## src/rtl/pm_mem_pkg.sv

```systemverilog
// Shared types and default widths for the system memory port and its minx/PRC bus glue.
package pm_mem_pkg;

    localparam int AW_DEF = 24;
    localparam int DW_DEF = 8;

    typedef enum logic [1:0] {
        IDLE,
        ISSUE,
        WAIT,
        DONE
    } arb_state_t;

    typedef enum logic {
        OWN_CPU,
        OWN_PRC
    } owner_t;

endpackage

```

## src/rtl/mem_arb_pick.sv

```systemverilog
// Combinational winner selection: CPU has fixed priority unless the PRC is being starved.
module mem_arb_pick
    import pm_mem_pkg::*;
(
    input  logic   cpu_req_i,
    input  logic   prc_req_i,
    input  logic   starve_i,
    output owner_t owner_o
);

    always_comb begin
        owner_o = OWN_CPU;
        if (prc_req_i && (!cpu_req_i || starve_i)) begin
            owner_o = OWN_PRC;
        end
    end

endmodule

```

## src/rtl/mem_arbiter.sv

```systemverilog
// Non-pipelined arbiter sharing the system memory port between the minx CPU and the PRC
// fetch engine; one transaction in flight, fixed read latency.
module mem_arbiter
    import pm_mem_pkg::*;
#(
    parameter int AW           = AW_DEF,
    parameter int DW           = DW_DEF,
    parameter int MEM_LAT      = 1,
    parameter int PRC_MAX_WAIT = 4
) (
    input  logic          pclk,
    input  logic          reset,
    input  logic          cpu_req,
    input  logic          cpu_we,
    input  logic [AW-1:0] cpu_addr,
    input  logic [DW-1:0] cpu_wdata,
    output logic          cpu_ack,
    output logic [DW-1:0] cpu_rdata,
    input  logic          prc_req,
    input  logic          prc_we,
    input  logic [AW-1:0] prc_addr,
    input  logic [DW-1:0] prc_wdata,
    output logic          prc_ack,
    output logic [DW-1:0] prc_rdata,
    output logic [AW-1:0] mem_addr,
    output logic          mem_we,
    output logic [DW-1:0] mem_wdata,
    input  logic [DW-1:0] mem_rdata,
    output logic          busy
);

    localparam int LAT_W  = (MEM_LAT > 1) ? $clog2(MEM_LAT) : 1;
    localparam int WAIT_W = $clog2(PRC_MAX_WAIT + 1);
    localparam logic [LAT_W-1:0]  LAT_LOAD = LAT_W'(MEM_LAT - 1);
    localparam logic [WAIT_W-1:0] WAIT_MAX = WAIT_W'(PRC_MAX_WAIT);

    arb_state_t        state_q, state_d;
    owner_t            owner_q, owner_d;
    logic [LAT_W-1:0]  lat_q, lat_d;
    logic [WAIT_W-1:0] wait_q, wait_d;
    logic [AW-1:0]     mem_addr_q, mem_addr_d;
    logic              mem_we_q, mem_we_d;
    logic [DW-1:0]     mem_wdata_q, mem_wdata_d;
    logic [DW-1:0]     cpu_rdata_q, cpu_rdata_d;
    logic [DW-1:0]     prc_rdata_q, prc_rdata_d;
    owner_t            pick;

    mem_arb_pick u_pick (
        .cpu_req_i (cpu_req),
        .prc_req_i (prc_req),
        .starve_i  (wait_q == WAIT_MAX),
        .owner_o   (pick)
    );

    // NOTE: every _d gets a default before the case so no path leaves it unassigned (no latches).
    always_comb begin
        state_d     = state_q;
        owner_d     = owner_q;
        lat_d       = lat_q;
        wait_d      = wait_q;
        mem_addr_d  = mem_addr_q;
        mem_we_d    = 1'b0;
        mem_wdata_d = mem_wdata_q;
        cpu_rdata_d = cpu_rdata_q;
        prc_rdata_d = prc_rdata_q;

        unique case (state_q)
            IDLE: begin
                if (!prc_req) begin
                    wait_d = '0;
                end
                if (cpu_req || prc_req) begin
                    owner_d = pick;
                    state_d = ISSUE;
                    if (pick == OWN_PRC) begin
                        mem_addr_d  = prc_addr;
                        mem_we_d    = prc_we;
                        mem_wdata_d = prc_wdata;
                        wait_d      = '0;
                    end else begin
                        mem_addr_d  = cpu_addr;
                        mem_we_d    = cpu_we;
                        mem_wdata_d = cpu_wdata;
                        if (prc_req && wait_q != WAIT_MAX) begin
                            wait_d = wait_q + 1'b1;
                        end
                    end
                end
            end
            ISSUE: begin
                lat_d   = LAT_LOAD;
                state_d = WAIT;
            end
            WAIT: begin
                if (lat_q == '0) begin
                    if (owner_q == OWN_PRC) prc_rdata_d = mem_rdata;
                    else                    cpu_rdata_d = mem_rdata;
                    state_d = DONE;
                end else begin
                    lat_d = lat_q - 1'b1;
                end
            end
            DONE: begin
                state_d = IDLE;
            end
            default: begin
                state_d = IDLE;
            end
        endcase
    end

    // NOTE: state is updated only with non-blocking assignments so every register sees pre-edge values.
    always_ff @(posedge pclk) begin
        if (reset) begin
            state_q     <= IDLE;
            owner_q     <= OWN_CPU;
            lat_q       <= '0;
            wait_q      <= '0;
            mem_addr_q  <= '0;
            mem_we_q    <= 1'b0;
            mem_wdata_q <= '0;
            cpu_rdata_q <= '0;
            prc_rdata_q <= '0;
        end else begin
            state_q     <= state_d;
            owner_q     <= owner_d;
            lat_q       <= lat_d;
            wait_q      <= wait_d;
            mem_addr_q  <= mem_addr_d;
            mem_we_q    <= mem_we_d;
            mem_wdata_q <= mem_wdata_d;
            cpu_rdata_q <= cpu_rdata_d;
            prc_rdata_q <= prc_rdata_d;
        end
    end

    assign cpu_ack   = (state_q == DONE) && (owner_q == OWN_CPU);
    assign prc_ack   = (state_q == DONE) && (owner_q == OWN_PRC);
    assign cpu_rdata = cpu_rdata_q;
    assign prc_rdata = prc_rdata_q;
    assign mem_addr  = mem_addr_q;
    assign mem_we    = mem_we_q;
    assign mem_wdata = mem_wdata_q;
    assign busy      = (state_q != IDLE);

endmodule

```

## config.mk

```make
export PLATFORM = sky130hd
export DESIGN_NAME = mem_arbiter
export DESIGN_NICKNAME = d
export VERILOG_FILES = /design/src/rtl/pm_mem_pkg.sv /design/src/rtl/mem_arb_pick.sv /design/src/rtl/mem_arbiter.sv
export SDC_FILE = /design/constraint.sdc
export NUM_CORES = 1
export LEC_CHECK = 0
export CAP_MARGIN = 20
export CORE_ASPECT_RATIO = 0.7
export CORE_MARGIN = 2
export CORE_UTILIZATION = 67
export DETAILED_ROUTE_END_ITERATION = 10
export DONT_BUFFER_PORTS = 1
export PLACE_DENSITY = 0.94
export SYNTH_ARGS = -nofsm -noshare
export SYNTH_HDL_FRONTEND = slang
export SYNTH_HIERARCHICAL = 1
export SYNTH_SLANG_ARGS = --single-unit
```

## constraint.sdc

```tcl
create_clock -name pclk -period 3.6 [get_ports pclk]
set_clock_uncertainty 0.15 [all_clocks]
set_input_delay 0.18 -clock pclk [delete_from_list [all_inputs] [get_ports pclk]]
set_output_delay 0.18 -clock pclk [all_outputs]
set_load 0.01 [all_outputs]
```

==> metrics.md, run 1 <==
| Metric | Value |
|---|---|
| HP Start | `cpu_addr[15]` |
| RSZ-0062 raised after global routing | `no` |
| Pint | `~1.2 mW` |
| Relative slew slack | `0.510` |
| I/O pins | `130` |
| # port buffers | `0` |
| CTS tree | `done` |
| Most frequent CP cell | `inv_1` |
| Max Slew Vio Count | `0` |
| Placer Congestion | `0.710` |
| Period utilisation layout | `0.800` |
| CP max stage delay | `about 0.56 ns` |
| Failing checks | `negative hold slack` |
| Sw Pwr | `0.807 mW` |
| R2R Path Start | `wait_q[0]` |
| Met2 wire len | `3.82 mm` |
| Vias in the first global route | `2168` |
| Worst-Margin Slew | `approximately 0.73 ns` |
| Hold slack | `-0.00654 ns` |
| Slowest-stage cell, CP | `a21boi_4` |
| Worst ir drop on vdd | `0.460 mV` |
| Layout cells sized above 1 | `0.0717` |
| # diodes | `0` |
| Maximum clock insertion buffer count | `2` |
| First-pass GRT wire length | `between 10 and 15 mm` |
| Max Used Layer | `met4` |
| Clk_lat worst skew | `about 0.32 ns` |
| Area delta synth->final | `29.8%` |
| Postcts setup bufs | `0` |
| Placed Cells | `285` |
| Combinational share of power | `0.336` |
| Most common cell after layout, fill and taps aside | `dlygate4sd3_1` |
| Final-layout fill cell count | `141` |
| Flip-flop and latch count after synthesis | `55` |
| Mean Syn Cell Area | `9.62 um2` |
| Total grt overflow | `0` |
| Pin count of the biggest net entering global routing | `between 50 and 60` |
| Sw frac | `0.406` |
| Min Tclk post-route | `2.88 ns` |
| Root Buffer | `clkbuf_8` |
| Initial drt markers | `141` |
| Worst setup SP type | `flip-flop` |
| Power per cell area | `629 nW/um2` |
| Status | `finished, violations left` |
| Syn Inst Count | `between 200 and 300` |
| Part of the power in the clock network | `0.176` |
| Synth warn | `6` |
| Leakage | `1.24 nW` |
| Total global-route track usage | `0.348` |
| Post-synthesis sequential area ratio | `0.452` |
| Yosys cell types | `28` |
| CP arrival | `2.93 ns` |
| Post-CTS sizing | `0` |
| Met1 wire length | `2.63 mm` |
| CP delay by family, top | `buffers and inverters` |
| Final setup vio count | `0` |
| Placed wire-length estimate | `3.55 mm` |
| Die Ht | `54.4 um` |
| Vias | `~2200` |
| Site Rows | `18` |
| Hold Crit Class | `in2reg` |
| Initial core utilization | `0.697` |
| DRC viols | `0` |
| Dominant cells by area after synthesis | `dfxtp_1, mux2i_1, a211oi_1, nor2_1, a211oi_2` |
| Initial antenna violation count | `0` |
| Die width | `76.1 um` |
| Clock slew at reported path FFs | `0.10 ns` |
| MaxCap Viol Count | `0` |
| Synth top area share | `0.452` |
| Core Footprint | `~3500 um2` |
| Met3 wire len | `around 660 um` |
| CP cell instances | `inv_1, ha_1, nand2_1, inv_1, inv_1, a21boi_4, buf_12, mux2i_1, dlygate4sd3_1, a211oi_1` |
| Setup CP Type | `reg2reg` |
| CTS Buf Count | `5` |
| Vias per cell | `~6.1` |
| CTS sink cnt | `55` |
| Nets@finish | `389` |
| CTS H-tree depth | `2` |
| Hold Violations, Final | `1` |
| Buf/Inv on CP | `5` |
| Max Clk Rate | `0.347 GHz` |
| Routed WL | `7.40 mm` |
| Critical Path Source | `wait_q[0]` |
| 1st-pass router iterations | `4` |
| Largest area contributor in the netlist | `dfxtp_1` |
| Fin cells | `357` |
| Sequential share of power | `0.488` |
| Setup crit end kind | `flip-flop` |
| Wire per inst | `between 20 and 25 um` |
| Commonest cells after routing, fill and taps aside | `dlygate4sd3_1, dfxtp_1, mux2i_1, nor2_1, a211oi_1` |
| Die area | `4140 um2` |
| Setup TNS | `0 ns` |
| Post-Syn Area | `between 2000 and 2500 um2` |
| Critical path required time | `around 3.7 ns` |
| Crit-path max FO | `21` |
| Mapped Nets | `~340` |
| Antenna-violating nets left | `0` |
==> worst reg2reg max path, cell delays in order, from the launching register on <==
cell and delay, ns:
dfxtp_1 0.34, inv_1 0.07, ha_1 0.17, nand2_1 0.10
inv_1 0.06, inv_1 0.06, a21boi_4 0.56, buf_12 0.28
mux2i_1 0.09, dlygate4sd3_1 0.56, a211oi_1 0.33
==> registers in the layout, indices dropped and copies added, names as in the netlist <==
register	count
state_q	2
owner_q	1
wait_q	3
prc_rdata	8
mem_addr	24
mem_we	1
cpu_rdata	8
mem_wdata	8
==> logic make-up (layout without fill, tap and decap cells) <==
group | after synthesis | count (layout) | synth area share
muxes | 42 | 42 | 0.173
DFF | 55 | 55 | 0.452
AOI/OAI and AO/OA | 52 | 52 | 0.159
buffers and inverters | 28 | 82 | 0.0642
adders and majority gates | 5 | 5 | 0.0257
and+or+nand+nor | 71 | 71 | 0.126
==> worst paths after layout <==
path                        to  slack (ns)  cells past startpoint
setup / recovery  mem_wdata[5]        0.72                     10
hold / removal    mem_addr[15]      -0.007                      2
setup reg to reg  mem_wdata[5]        0.72                     10
hold reg to reg      wait_q[0]        0.36                      2
==> power by group through the flow <==
stage / Sequential, mW / Combinational, mW / Clock (mW)
3_5_place_dp: 0.969 / 0.537 / 0
6_report: 0.969 / 0.669 / 0.350
4_1_cts: 0.956 / 0.610 / 0.345
5_1_grt: 0.981 / 0.738 / 0.374
2_1_floorplan: 0.930 / 0.517 / 0
3_3_place_gp: 0.965 / 0.511 / 0
==> synth_stat cells, drive strengths merged <==
cell / count
a211oi: 34
a21boi: 1
a21oi: 12
and2: 1
and4b: 1
buf: 16
clkbuf: 5
dfxtp: 55
ha: 5
inv: 7
mux2i: 42
nand2: 11
nand2b: 1
nand3: 8
nand4: 2
nor2: 42
nor2b: 2
nor3: 1
nor3b: 1
o21a: 1
o21ai: 3
o31ai: 1
or4: 1
==> metal layers <==
metal / global-route usage / vias to the layer above
li1: - / 1004
met1: 0.348 / 1005
met3: 0.125 / 33
met4: 0.191 / 0
met2: 0.667 / 129
met5: 0 / -
==> per-stage QoR <==
step	instance area [um2]	hold slack, ns	utilization	setup WS (ns)	total power, mW
2_1_floorplan	2430	0.174	-	1.85	1.45
3_3_place_gp	2420	0.0999	0.692	1.34	1.48
3_5_place_dp	2420	0.104	0.692	1.27	1.51
4_1_cts	3130	0.000173	0.897	0.816	1.91
5_1_grt	3160	0.0131	0.905	0.565	2.09
6_report	3160	-0.00654	0.905	0.722	1.99
==> final cells by class <==
type                       count  area (um2)  share of cell area
clock buffer                   5        68.8              0.0218
clock inverter                 3        23.8             0.00752
inverter                       7        28.8             0.00911
multi-input combinational    170        1190               0.376
sequential                    55        1100               0.348
tap                           50        62.6              0.0198
timing repair buffer          67         686               0.217
==> timing repair <==
item,in CTS,in global routing
endpoints found under the hold margin,55,2
hold buffers,61,3
setup endpoints to repair,0,0
No activity file was read; power rests on OpenSTA's default activity.
==> run 2, diff against run 1 <==
- CORE_UTILIZATION: 67 -> 62
- PLACE_DENSITY: 0.94 -> 0.89
- clock period: 3.6 -> 3 ns (I/O delays scaled with it)
==> metrics.md, run 2 (synthesis gave the netlist of run 1 again) <==
| Metric | Value |
|---|---|
| Routed WL | `8.77 mm (+18%)` |
| Maximum clock insertion buffer count | `2 (unchanged)` |
| Combinational share of power | `0.351 (+0.015)` |
| Met2 usage | `0.641 (-0.0256)` |
| Worst setup margin | `0.365 ns (-0.357 ns)` |
| Status | `finished, violations left` |
| Setup CP Type | `reg2reg` |
| Die Ht | `56.4 um (+3.7%)` |
| CP arrival | `2.70 ns (-0.23 ns)` |
| I/O pins | `130 (unchanged)` |
| # diodes | `0 (unchanged)` |
| Initial core utilization | `0.632 (-0.0653)` |
| CP cell instances | `inv_1, ha_1, nand2_1, inv_1, inv_1, a21boi_4, buf_4, mux2i_1, dlygate4sd3_1, nor3b_1` |
| Sw Pwr | `1.03 mW (+27%)` |
| Sequential share of power | `0.469 (-0.019)` |
| DRC viols | `0 (unchanged)` |
| Nets@finish | `404 (+3.9%)` |
| Met1 GRT Util | `0.368 (+0.0195)` |
| Vias per cell | `6.29 (+3.4%)` |
| Layout cells sized above 1 | `0.0714 (-0.000233)` |
| Vias | `2352 (+8.3%)` |
| Total grt overflow | `0 (unchanged)` |
| Site Rows | `19 (+1)` |
| CP delay by family, top | `buffers and inverters` |
| Part of the power in the clock network | `0.181 (+0.005)` |
| Post-CTS sizing | `0 (unchanged)` |
| Die area | `4450 um2 (+7.5%)` |
| Hold Crit Class | `in2reg` |
| Most crowded layer after global routing | `met2` |
| Hold Violations, Final | `4 (+3)` |
| Dpl cell area | `2420 um2 (+0.31%)` |
| Setup TNS | `0 ns (unchanged)` |
| Power per cell area | `744 nW/um2 (+18%)` |
| R2R Path Start | `wait_q[0]` |
| # port buffers | `0 (unchanged)` |
| Setup crit end kind | `flip-flop` |
| Pin count of the biggest net entering global routing | `56 (unchanged)` |
| Core Footprint | `3850 um2 (+10%)` |
| Die width | `78.9 um (+3.7%)` |
| Total global-route track usage | `0.358 (+0.0106)` |
| Max Slew Vio Count | `0 (unchanged)` |
| Most frequent CP cell | `inv_1` |
| Clk_lat worst skew | `0.33 ns (about the same)` |
| Pre-CTS setup slack | `0.825 ns (-0.442 ns)` |
| Vias in the first global route | `2308 (+6.5%)` |
| CTS Buf Count | `5 (unchanged)` |
| Fin cells | `374 (+4.8%)` |
| Crit-path max FO | `8 (-62%)` |
| Initial drt markers | `200 (+42%)` |
| Placed Cells | `286 (+0.35%)` |
| Critical path required time | `3.06 ns (-0.59 ns)` |
| Max Clk Rate | `0.379 GHz (+9.2%)` |
| Final setup vio count | `0 (unchanged)` |
| CTS H-tree depth | `2 (unchanged)` |
| Area delta synth->final | `37.0%` |
| Worst ir drop on vdd | `0.531 mV (+15%)` |
| Hold slack | `-0.0101 ns (-0.00356 ns)` |
| Placed wire-length estimate | `3.42 mm (-3.5%)` |
| 1st-pass router iterations | `7 (+3)` |
| CP max stage delay | `0.59 ns (+0.03 ns)` |
| Antenna-violating nets left | `0 (unchanged)` |
| Worst setup SP type | `flip-flop` |
| Met3 Usage GRT | `0.132 (+0.00642)` |
| Pint | `1.45 mW (+23%)` |
| Clock slew at reported path FFs | `0.11 ns (about the same)` |
| Initial antenna violation count | `1 (+1)` |
| MaxCap Viol Count | `0 (unchanged)` |
| Design area | `3340 um2 (+5.5%)` |
| Period utilisation layout | `0.878 (+0.0789)` |
| Root Buffer | `clkbuf_8` |
| Worst-Margin Slew | `0.564 ns (-0.170 ns)` |
| Max reg flops | `24 (unchanged)` |
| CTS sink cnt | `55 (unchanged)` |
| Commonest cells after routing, fill and taps aside | `dlygate4sd3_1, dfxtp_1, mux2i_1, nor2_1, a211oi_1` |
| Most common cell after layout, fill and taps aside | `dlygate4sd3_1` |
| Min Tclk post-route | `2.64 ns (-0.243 ns)` |
| Leakage | `1.32 nW (+6.9%)` |
| RSZ-0062 raised after global routing | `no` |
| Buf/Inv on CP | `5 (unchanged)` |
| Failing checks | `negative hold slack` |
| Critical Path Source | `wait_q[0]` |
| Placer Congestion | `0.750 (+5.5%)` |
| Wire per inst | `23.4 um (+13%)` |
| Relative slew slack | `0.624 (+0.114)` |
| HP Start | `reset` |
| First-pass GRT wire length | `12.0 mm (+8.8%)` |
| Slowest-stage cell, CP | `dlygate4sd3_1` |
| CTS tree | `done` |
| Sw frac | `0.414 (+0.00802)` |
-- run 2: cell types whose count changed in the layout (fill, tap and decap cells not counted), sizes merged --
cell / before / now
clkinv: 0 / 2
dlygate4sd3: 63 / 77
buf: 4 / 5
clkinvlp: 2 / 0
-- run 2: what timing repair did --
| item | in CTS | in global routing |
|---|---|---|
| setup buffers | 0 | 2 |
| hold endpoints to repair | 55 | 0 |
| hold buffers | 78 | 0 |
| setup endpoints to repair | 0 | 1 |
-- run 2: power groups by stage --
| stage | combinational [mW] | sequential (mW) | clock (mW) |
|---|---|---|---|
| 4_1_cts | 0.765 | 1.15 | 0.438 |
| 5_1_grt | 0.931 | 1.18 | 0.473 |
| 3_5_place_dp | 0.649 | 1.16 | 0 |
| 3_3_place_gp | 0.624 | 1.15 | 0 |
| 6_report | 0.870 | 1.16 | 0.449 |
| 2_1_floorplan | 0.620 | 1.12 | 0 |
-- run 2: path summary, 6_finish.rpt --
kind / endpoint / cells past startpoint / slack (ns)
setup / recovery: mem_we / 10 / 0.36
hold / removal: mem_addr[20] / 2 / -0.01
hold reg to reg: wait_q[1] / 2 / 0.36
setup reg to reg: mem_we / 10 / 0.36
-- run 2: cell type report --
class | instances | area (um2)
clock inverter | 3 | 28.8
inverter | 7 | 28.8
fill | 173 | 515
tap | 52 | 65.1
multi-input combinational | 170 | 1190
clock buffer | 5 | 68.8
sequential | 55 | 1100
timing repair buffer | 82 | 853
-- run 2: through the flow --
| stage | hold slack (ns) | utilization | total power [mW] |
|---|---|---|---|
| after floorplan | 0.144 | - | 1.74 |
| after global placement | 0.0710 | 0.630 | 1.78 |
| after detailed placement | 0.0730 | 0.630 | 1.81 |
| after CTS | 0.000503 | 0.862 | 2.35 |
| after global routing | 0.000258 | 0.866 | 2.58 |
| final | -0.0101 | 0.866 | 2.48 |
-- run 2: worst register-to-register path, cell delays in order, from the launching register on --
cell and delay [ns]:
dfxtp_1 0.34, inv_1 0.09, ha_1 0.21, nand2_1 0.10, inv_1 0.06, inv_1 0.06
a21boi_4 0.22, buf_4 0.25, mux2i_1 0.10, dlygate4sd3_1 0.59, nor3b_1 0.36
-- run 2: layer usage --
metal / wire (um) / vias up
li1: - / 1030
met1: 3010 / 1071
met2: 4270 / 197
met3: 992 / 52
met4: 481 / 2
met5: 13 / -
